`config.mk`:
```
export PLATFORM = sky130hd
export DESIGN_NAME = vga_timing_gen
export DESIGN_NICKNAME = d
export VERILOG_FILES = /design/src/rtl/vga_pkg.sv /design/src/rtl/vga_delay_line.sv /design/src/rtl/vga_timing_gen.sv
export SDC_FILE = /design/constraint.sdc
export NUM_CORES = 1
export LEC_CHECK = 0
export BUFFER_PORTS_ARGS = -buffer_cell sky130_fd_sc_hd__buf_4
export CAP_MARGIN = 40
export CORE_MARGIN = 2
export CORE_UTILIZATION = 57
export CTS_BUF_LIST = sky130_fd_sc_hd__clkbuf_8
export DETAILED_ROUTE_END_ITERATION = 10
export PLACE_DENSITY = 0.9
export SYNTH_ARGS = -nofsm -noshare
export SYNTH_HDL_FRONTEND = slang
export SYNTH_SLANG_ARGS = --single-unit
```
`constraint.sdc`:
```
create_clock -name clk_25_175 -period 2.6 [get_ports clk_25_175]
set_clock_uncertainty 0.05 [all_clocks]
set_input_delay 0.26 -clock clk_25_175 [delete_from_list [all_inputs] [get_ports clk_25_175]]
set_output_delay 0.26 -clock clk_25_175 [all_outputs]
set_load 0.005 [all_outputs]
```
`src/rtl/vga_pkg.sv`:
```
// Shared VGA definitions: default 640x480@60 timing, colour width, pixel and
// timing-flag layouts, and total-period helpers.
package vga_pkg;

  localparam int DEF_H_ACTIVE = 640;
  localparam int DEF_H_FP     = 16;
  localparam int DEF_H_SYNC   = 96;
  localparam int DEF_H_BP     = 48;
  localparam int DEF_V_ACTIVE = 480;
  localparam int DEF_V_FP     = 10;
  localparam int DEF_V_SYNC   = 2;
  localparam int DEF_V_BP     = 33;
  localparam int DEF_COLOR_W  = 4;

  // Field order matches the renderer bus: {b,g,r}, r in the low bits.
  typedef struct packed {
    logic [DEF_COLOR_W-1:0] b;
    logic [DEF_COLOR_W-1:0] g;
    logic [DEF_COLOR_W-1:0] r;
  } pixel_t;

  typedef struct packed {
    logic frame_start;
    logic line_start;
    logic v_sync;
    logic h_sync;
    logic active;
  } timing_flags_t;

  function automatic int h_total(input int active, input int fp, input int sync, input int bp);
    return active + fp + sync + bp;
  endfunction

  function automatic int v_total(input int active, input int fp, input int sync, input int bp);
    return active + fp + sync + bp;
  endfunction

endpackage

```
`src/rtl/vga_delay_line.sv`:
```
// Fixed-depth shift register that carries timing flags alongside the renderer
// latency so they line up with returned pixel data.
module vga_delay_line #(
  parameter int WIDTH = 1,
  parameter int DEPTH = 1
) (
  input  logic             clk_25_175,
  input  logic             reset,
  input  logic [WIDTH-1:0] i_data,
  output logic [WIDTH-1:0] o_data
);

  logic [WIDTH-1:0] r_stage [DEPTH];

  // NOTE: these stages are plain flops rather than a RAM, so every stage is
  // cleared on reset; a stale sync or data-enable flag must never reach the pins.
  always_ff @(posedge clk_25_175) begin
    if (!reset) begin
      for (int i = 0; i < DEPTH; i++) r_stage[i] <= '0;
    end else begin
      r_stage[0] <= i_data;
      for (int i = 1; i < DEPTH; i++) r_stage[i] <= r_stage[i-1];
    end
  end

  assign o_data = r_stage[DEPTH-1];

endmodule

```
`src/rtl/vga_timing_gen.sv`:
```
// Parametrised VGA timing generator: h/v counters, early pixel requests to the
// renderer, latency-matched sync/DE pipeline and registered DAC outputs.
module vga_timing_gen
  import vga_pkg::*;
#(
  parameter int H_ACTIVE    = DEF_H_ACTIVE,
  parameter int H_FP        = DEF_H_FP,
  parameter int H_SYNC      = DEF_H_SYNC,
  parameter int H_BP        = DEF_H_BP,
  parameter int V_ACTIVE    = DEF_V_ACTIVE,
  parameter int V_FP        = DEF_V_FP,
  parameter int V_SYNC      = DEF_V_SYNC,
  parameter int V_BP        = DEF_V_BP,
  parameter bit HSYNC_POL   = 1'b0,
  parameter bit VSYNC_POL   = 1'b0,
  parameter int COLOR_W     = DEF_COLOR_W,
  parameter int RES_SHIFT   = 0,
  parameter int PIX_LATENCY = 2
) (
  input  logic                 clk_25_175,
  input  logic                 reset,
  output logic [10:0]          req_x,
  output logic [9:0]           req_y,
  output logic                 req_valid,
  input  logic [3*COLOR_W-1:0] pix_data,
  output logic                 h_sync,
  output logic                 v_sync,
  output logic [COLOR_W-1:0]   r,
  output logic [COLOR_W-1:0]   g,
  output logic [COLOR_W-1:0]   b,
  output logic                 de,
  output logic                 line_start,
  output logic                 frame_start
);

  localparam int H_TOT = h_total(H_ACTIVE, H_FP, H_SYNC, H_BP);
  localparam int V_TOT = v_total(V_ACTIVE, V_FP, V_SYNC, V_BP);

  localparam logic [10:0] H_LAST   = 11'(H_TOT - 1);
  localparam logic [10:0] H_ACT    = 11'(H_ACTIVE);
  localparam logic [10:0] H_SYNC_S = 11'(H_ACTIVE + H_FP);
  localparam logic [10:0] H_SYNC_E = 11'(H_ACTIVE + H_FP + H_SYNC);
  localparam logic [9:0]  V_LAST   = 10'(V_TOT - 1);
  localparam logic [9:0]  V_ACT    = 10'(V_ACTIVE);
  localparam logic [9:0]  V_SYNC_S = 10'(V_ACTIVE + V_FP);
  localparam logic [9:0]  V_SYNC_E = 10'(V_ACTIVE + V_FP + V_SYNC);

  localparam int FLAGS_W = $bits(timing_flags_t);

  logic [10:0]        r_h_cnt;
  logic [9:0]         r_v_cnt;
  timing_flags_t      w_flags;
  timing_flags_t      w_flags_dly;
  logic [FLAGS_W-1:0] w_flags_dly_bits;

  logic               r_hsync;
  logic               r_vsync;
  logic               r_de;
  logic               r_line_start;
  logic               r_frame_start;
  logic [COLOR_W-1:0] r_red;
  logic [COLOR_W-1:0] r_grn;
  logic [COLOR_W-1:0] r_blu;

  // NOTE: reset is synchronous; it is sampled on the clock edge only and so
  // stays out of the sensitivity list.
  always_ff @(posedge clk_25_175) begin
    if (!reset) begin
      r_h_cnt <= '0;
      r_v_cnt <= '0;
    end else if (r_h_cnt == H_LAST) begin
      r_h_cnt <= '0;
      r_v_cnt <= (r_v_cnt == V_LAST) ? '0 : r_v_cnt + 10'd1;
    end else begin
      r_h_cnt <= r_h_cnt + 11'd1;
    end
  end

  always_comb begin
    w_flags             = '0;
    w_flags.active      = (r_h_cnt < H_ACT) && (r_v_cnt < V_ACT);
    w_flags.h_sync      = (r_h_cnt >= H_SYNC_S) && (r_h_cnt < H_SYNC_E);
    w_flags.v_sync      = (r_v_cnt >= V_SYNC_S) && (r_v_cnt < V_SYNC_E);
    w_flags.line_start  = (r_h_cnt == '0) && (r_v_cnt < V_ACT);
    w_flags.frame_start = (r_h_cnt == '0) && (r_v_cnt == '0);
  end

  assign req_valid = w_flags.active;
  assign req_x     = r_h_cnt >> RES_SHIFT;
  assign req_y     = r_v_cnt >> RES_SHIFT;

  vga_delay_line #(
    .WIDTH (FLAGS_W),
    .DEPTH (PIX_LATENCY)
  ) u_flag_dly (
    .clk_25_175 (clk_25_175),
    .reset      (reset),
    .i_data     (w_flags),
    .o_data     (w_flags_dly_bits)
  );

  assign w_flags_dly = timing_flags_t'(w_flags_dly_bits);

  // Sync flags are active-true internally; polarity is applied at the pins.
  always_ff @(posedge clk_25_175) begin
    if (!reset) begin
      r_hsync       <= ~HSYNC_POL;
      r_vsync       <= ~VSYNC_POL;
      r_de          <= 1'b0;
      r_line_start  <= 1'b0;
      r_frame_start <= 1'b0;
      r_red         <= '0;
      r_grn         <= '0;
      r_blu         <= '0;
    end else begin
      r_hsync       <= w_flags_dly.h_sync ? HSYNC_POL : ~HSYNC_POL;
      r_vsync       <= w_flags_dly.v_sync ? VSYNC_POL : ~VSYNC_POL;
      r_de          <= w_flags_dly.active;
      r_line_start  <= w_flags_dly.line_start;
      r_frame_start <= w_flags_dly.frame_start;
      r_red         <= w_flags_dly.active ? pix_data[COLOR_W-1:0]             : '0;
      r_grn         <= w_flags_dly.active ? pix_data[2*COLOR_W-1:COLOR_W]     : '0;
      r_blu         <= w_flags_dly.active ? pix_data[3*COLOR_W-1:2*COLOR_W]   : '0;
    end
  end

  assign h_sync      = r_hsync;
  assign v_sync      = r_vsync;
  assign de          = r_de;
  assign line_start  = r_line_start;
  assign frame_start = r_frame_start;
  assign r           = r_red;
  assign g           = r_grn;
  assign b           = r_blu;

endmodule

```
# Yosys cells after proc, flatten, opt, wreduce, memory -nomap -nowiden
# Memory sizes are Yosys's and may differ from the RTL's.
# Cells that the tools add are included.
word_totals:
  mem_count: 1
  wordCells: 40
  ramBits: 10
  output_inout_bits: 39
  register_bits: 38
op_classes:
  n_eq_ne: 2
  addsub: 2
  n_mux: 7
  magnitude_cmp: 6
  bitwise_logic: 3
  n_reduce_logical: 9
memory_table:
  columns: ["name", "depth", "width", "read_ports", "rd_clocked_by_memory_dff", "wr", "line_no", "text"]
  rows:
  - ["u_flag_dly.r_stage", 2, 5, 2, 0, 2, "vga_delay_line.sv:13", "logic [WIDTH-1:0] r_stage [DEPTH];"]
ops:
  columns: ["op", "count"]
  rows:
  - ["less-than comparator 11 x 10 -> 1 bit (second input constant)", 2]
  - ["less-than comparator 10 x 9 -> 1 bit (second input constant)", 2]
  - ["adder 11 x 1 -> 11 bit (second input constant)", 1]
  - ["equality test 11 x 10 -> 1 bit (second input constant)", 1]
  - ["greater-or-equal comparator 11 x 10 -> 1 bit (second input constant)", 1]
  - ["logical NOT 11 bit", 1]
  - ["adder 10 x 1 -> 10 bit (second input constant)", 1]
  - ["equality test 10 bit (second input constant)", 1]
  - ["greater-or-equal comparator 10 x 9 -> 1 bit (second input constant)", 1]
  - ["logical NOT 10 bit", 1]
  - ["two-way mux 10 bit", 1]
  - ["two-way mux 5 bit", 2]
  - ["logical AND 1 bit", 5]
  - ["two-way mux 1 bit", 4]
  - ["OR 1 bit", 2]
  - ["AND reduction 2 bit", 1]
  - ["OR reduction 2 bit", 1]
  - ["inverter 1 bit", 1]

# Longest topological paths before layout
depth:
  word_depth: 3
  mapped_depth: 6
  depth_no_buf: 6

# Modules after synthesis
# From an unflattened synthesis, not the netlist that was laid out.
unflattened:
  hier_cells: 191
  area_unflattened_um2: 1853.0
by_module_without_submodules:
  columns: ["mod", "area_per_inst_um2", "seq_area_each_um2", "cells_each", "instances"]
  rows:
  - ["vga_timing_gen", 1552.7, 760.7, 166, 1]
  - ["vga_delay_line", 300.3, 200.2, 25, 1]

# Worst setup path after synthesis
# Ideal clock, no wire load.
synth_timing:
  kind: "reg-to-reg"
  start: "register r_h_cnt[0] (netlist: req_x[0])"
  end: "register r_v_cnt[2] (netlist: req_y[2])"
  period_less_slack_ns: 1.655
  required_time_ns: 2.480
  arrival_ns: 1.535
  path_buffers: 0
  stages_incl_launch_ff: 6
  path_slack_ns: 0.945
  cell_sequence: "dfxtp_1 ha_1 and4_1 nand3_1 or3b_1 a21boi_1"
synth_via:
  elab_chain_cells: 1
synth_rtl:
  columns: ["element", "line_no", "text"]
  rows:
  - ["start, declared", "vga_timing_gen.sv:50", "logic [10:0] r_h_cnt;"]
  - ["start signal, assigned", "vga_timing_gen.sv:75", "r_h_cnt <= r_h_cnt + 11'd1;"]
  - ["equality test 11 x 10 -> 1 bit", "vga_timing_gen.sv:71", "end else if (r_h_cnt == H_LAST) begin"]
  - ["end signal, assigned", "vga_timing_gen.sv:73", "r_v_cnt <= (r_v_cnt == V_LAST) ? '0 : r_v_cnt + 10'd1;"]
  - ["end, declared", "vga_timing_gen.sv:51", "logic [9:0] r_v_cnt;"]
# Every way passes these cells.
# A chain may end at the register's enable or synchronous reset.

# Final worst setup path
layout_timing:
  start: "register r_h_cnt[0] (netlist: req_x[0])"
  end: "register r_v_cnt[9] (netlist: req_y[9])"
# The elaborated chain is that of the path after synthesis.

==> key figures <==
Drt
  – Routed WL per cell: about 13 microns
  – DR vias: between 1,500 and 2,000
  – Drt drc: 0
  – Post-route ant nets: 0
  – Mean number of vias per cell: around 5.3
  – TritonRoute pass-1 iters: 4
  – Iter 0 DRT Violations: 70
  – WL final: 3.86 mm

STA
  – Setup ws final: 0.691 ns
  – Fin crit period: 1.91 ns
  – Count of pins over their slew limit: 0
  – Tcrit/Tclk final: about three quarters
  – Final setup fails: 0
  – RSZ-0062 raised after global routing: false
  – Hold Vio Cnt, Final: 0
  – FMAX: 0.524 GHz
  – Setup TNS: 0 ns
  – WHS: 0.146 ns
  – Worst Max-Slew Pin Slew: 0.507 ns
  – Slew margin rel.: 65.9%

Placed design
  – RePlAce Congestion: 0.788
  – Input/output buffers: 52
  – DP HPWL: 2.75 mm
  – Worst slack, placed: 0.714 ns

Synth
  – EDFF count, synth: 0
  – FFs w/ async S/R, synth: 0%
  – Syn Inst Count: 199
  – Synth area leader: dfxtp_1
  – Mapped Avg Cell Area: between 9 and 10 sq um
  – Synth Net Count: 218
  – Sequential area share after synthesis: 50.3%
  – Prevailing post-synth register cell: dfxtp_1
  – Unique masters post-synth: 44
  – Area contributors post-synth: dfxtp_1, and2_1, and3_1, ha_1, xnor2_1
  – Yosys reg bits: 48
  – Post-Syn Area: between 0.0015 and 0.002 sq mm
  – Post-synth top area share: about half
  – Yosys warns: 0

Clock network
  – Clock-pin slew on the worst setup and hold paths: ~0.09 ns
  – Clock Latency Late Sink: 0.30 ns
  – # hold bufs at CTS: 0
  – CTS tree: yes
  – CTS max path bufs: 2
  – Clk root buf: clkbuf_8
  – Cells resized by post-CTS repair: 0
  – Clock sink count: 48
  – Postcts setup bufs: 0
  – H-tree lvl count: 2
  – CTS buffer count: 5

Pwr
  – PD cells: about 530 mW/mm^2
  – Worst VDD drop: 0.316 mV
  – Leak: 1.05 nW

Floorplanning
  – Core footprint: 0.00328 sq mm
  – Initial Util: 58.2%
  – FP Rows: 21
  – Chip Height: 61.9 microns
  – Die Area: 0.00383 sq mm
  – Ports: 53
  – Die W: 61.9 microns

Worst setup path
  – Data arrival time of the critical path: 2.10 ns
  – Critical Path Slowest Stage Cell: or4_1
  – Critical path class: flop to flop
  – CP max FO: 11
  – Startpoint types: flop
  – Critical path cell sequence: ha_1 -> and4_1 -> nand4_1 -> buf_4 -> or4_1 -> a21boi_1
  – CP required: around 2.8 ns
  – CP peak stage delay: 0.47 ns
  – Crit. End Element: flop

Cells and area
  – # diodes: 0
  – Commonest cells after routing, fill and taps aside: buf_4, dfxtp_1, nand2_1, and2_1, and3_1
  – Layout area overhead: 26.4%
  – Fin nets: around 270
  – Most common library cell in the layout ignoring fill and taps: buf_4
  – Share of cells above drive strength 1: 26.4%

Flow run
  – Maxcap violations: 0

GRT
  – Largest net degree at the start of global routing: 46
  – Vias in the first global route: roughly 1,500
  – Antenna violations before repair: 0
  – GRT Util Overall: 23.1%
  – Wire length of the first global-routing pass: 6.47 mm
  – Total gr overflow: 0

Status
  – Outcome: completed

Hold path
  – Worst hold path type: input pin to flop
[synthesized netlist by cell type (2+ instances only)]
library cell / count
dfxtp_1: 48
and3_2: 2
nand3_1: 10
and3_1: 14
nand2_1: 16
or3b_1: 2
o21ai_0: 4
inv_1: 5
nor2_1: 10
o22ai_1: 3
buf_2: 2
nand3b_1: 3
a21boi_1: 2
and2_1: 15
nand4_1: 2
nor4_1: 3
xnor2_1: 7
clkbuf_1: 7
a21oi_1: 5
nor3_1: 7
nor4b_1: 2
and4_1: 2
ha_1: 5
xor2_1: 3
[report_power, final]
part	leakage (nW)	total [W]	switching, W	internal (W)
Clock	0.0434	0.000461	0.000246	0.000215
Combinational	0.621	0.0000652	0.0000268	0.0000384
Sequential	0.390	0.000762	0.00000979	0.000752
Total	1.05	0.00129	0.000282	0.00101
[per-layer routing]
| metal | global-route usage, % | share of wire [%] | vias up | routed length, microns |
|---|---|---|---|---|
| met5 | 0 | 0 | - | 0 |
| met4 | 9.73 | 1.6 | 0 | 63 |
| met3 | 8.07 | 6.8 | 8 | 261 |
| met2 | 37.9 | 48 | 60 | 1870 |
| met1 | 27.5 | 43 | 694 | 1660 |
| li1 | - | - | 799 | - |
[worst max-delay path, delay by kind of cell, from the launching register on]
| kind | cells | cell delay (ns) |
|---|---|---|
| adders and majority gates | 1 | 0.24 |
| and+or+nand+nor | 3 | 0.83 |
| DFF | 1 | 0.40 |
| buffers and inverters | 1 | 0.18 |
| AOI/OAI and AO/OA | 1 | 0.14 |
[stage by stage]
| stage | instance area, sq um | power (W) | utilization [%] | std cells |
|---|---|---|---|---|
| after floorplan | 1910 | 0.000807 | - | 199 |
| after detailed placement | 2320 | 0.000845 | 70.6 | 288 |
| final | 2420 | 0.00129 | 73.6 | 296 |
| after CTS | 2420 | 0.00130 | 73.6 | 296 |
| after global placement | 2320 | 0.000842 | 70.6 | 288 |
| after global routing | 2420 | 0.00134 | 73.6 | 296 |
[worst paths after layout]
check / end / start / slack [ns] / cells past startpoint
setup reg to reg: req_y[9] / req_x[0] / 0.69 / 6
setup / recovery: req_y[9] / req_x[0] / 0.69 / 6
hold reg to reg: v_sync / u_flag_dly.r_stage[0][7] / 0.32 / 1
hold / removal: r[1] / pix_data[1] / 0.15 / 2
[state kept, by name, summed over array words and instances, names as in the netlist]
register            flops
u_flag_dly.r_stage     10
g                       4
h_sync                  1
req_x                  11
line_start              1
b                       4
req_y                  10
frame_start             1
de                      1
r                       4
v_sync                  1
[logic make-up after synthesis]
family	share of synthesized area, %
multiplexers	1.11
buffers and inverters	3.47
XOR/XNOR	4.58
AO/OA/AOI/OAI	7.26
flip-flops	50.3
adder cells (fa/ha/maj)	3.27
AND/OR/NAND/NOR	30.0
[cell type report]
cell class              instances  area [sq um]
flip-flops and latches         48           961
well taps                      46          57.6
clock buffers                   6          82.6
fillers                       260           867
clock inverters                 2          15.0
inverters                       5          18.8
multi-input cells             136           885
repair buffers                 53           398
(Power assumes the default switching activity.)
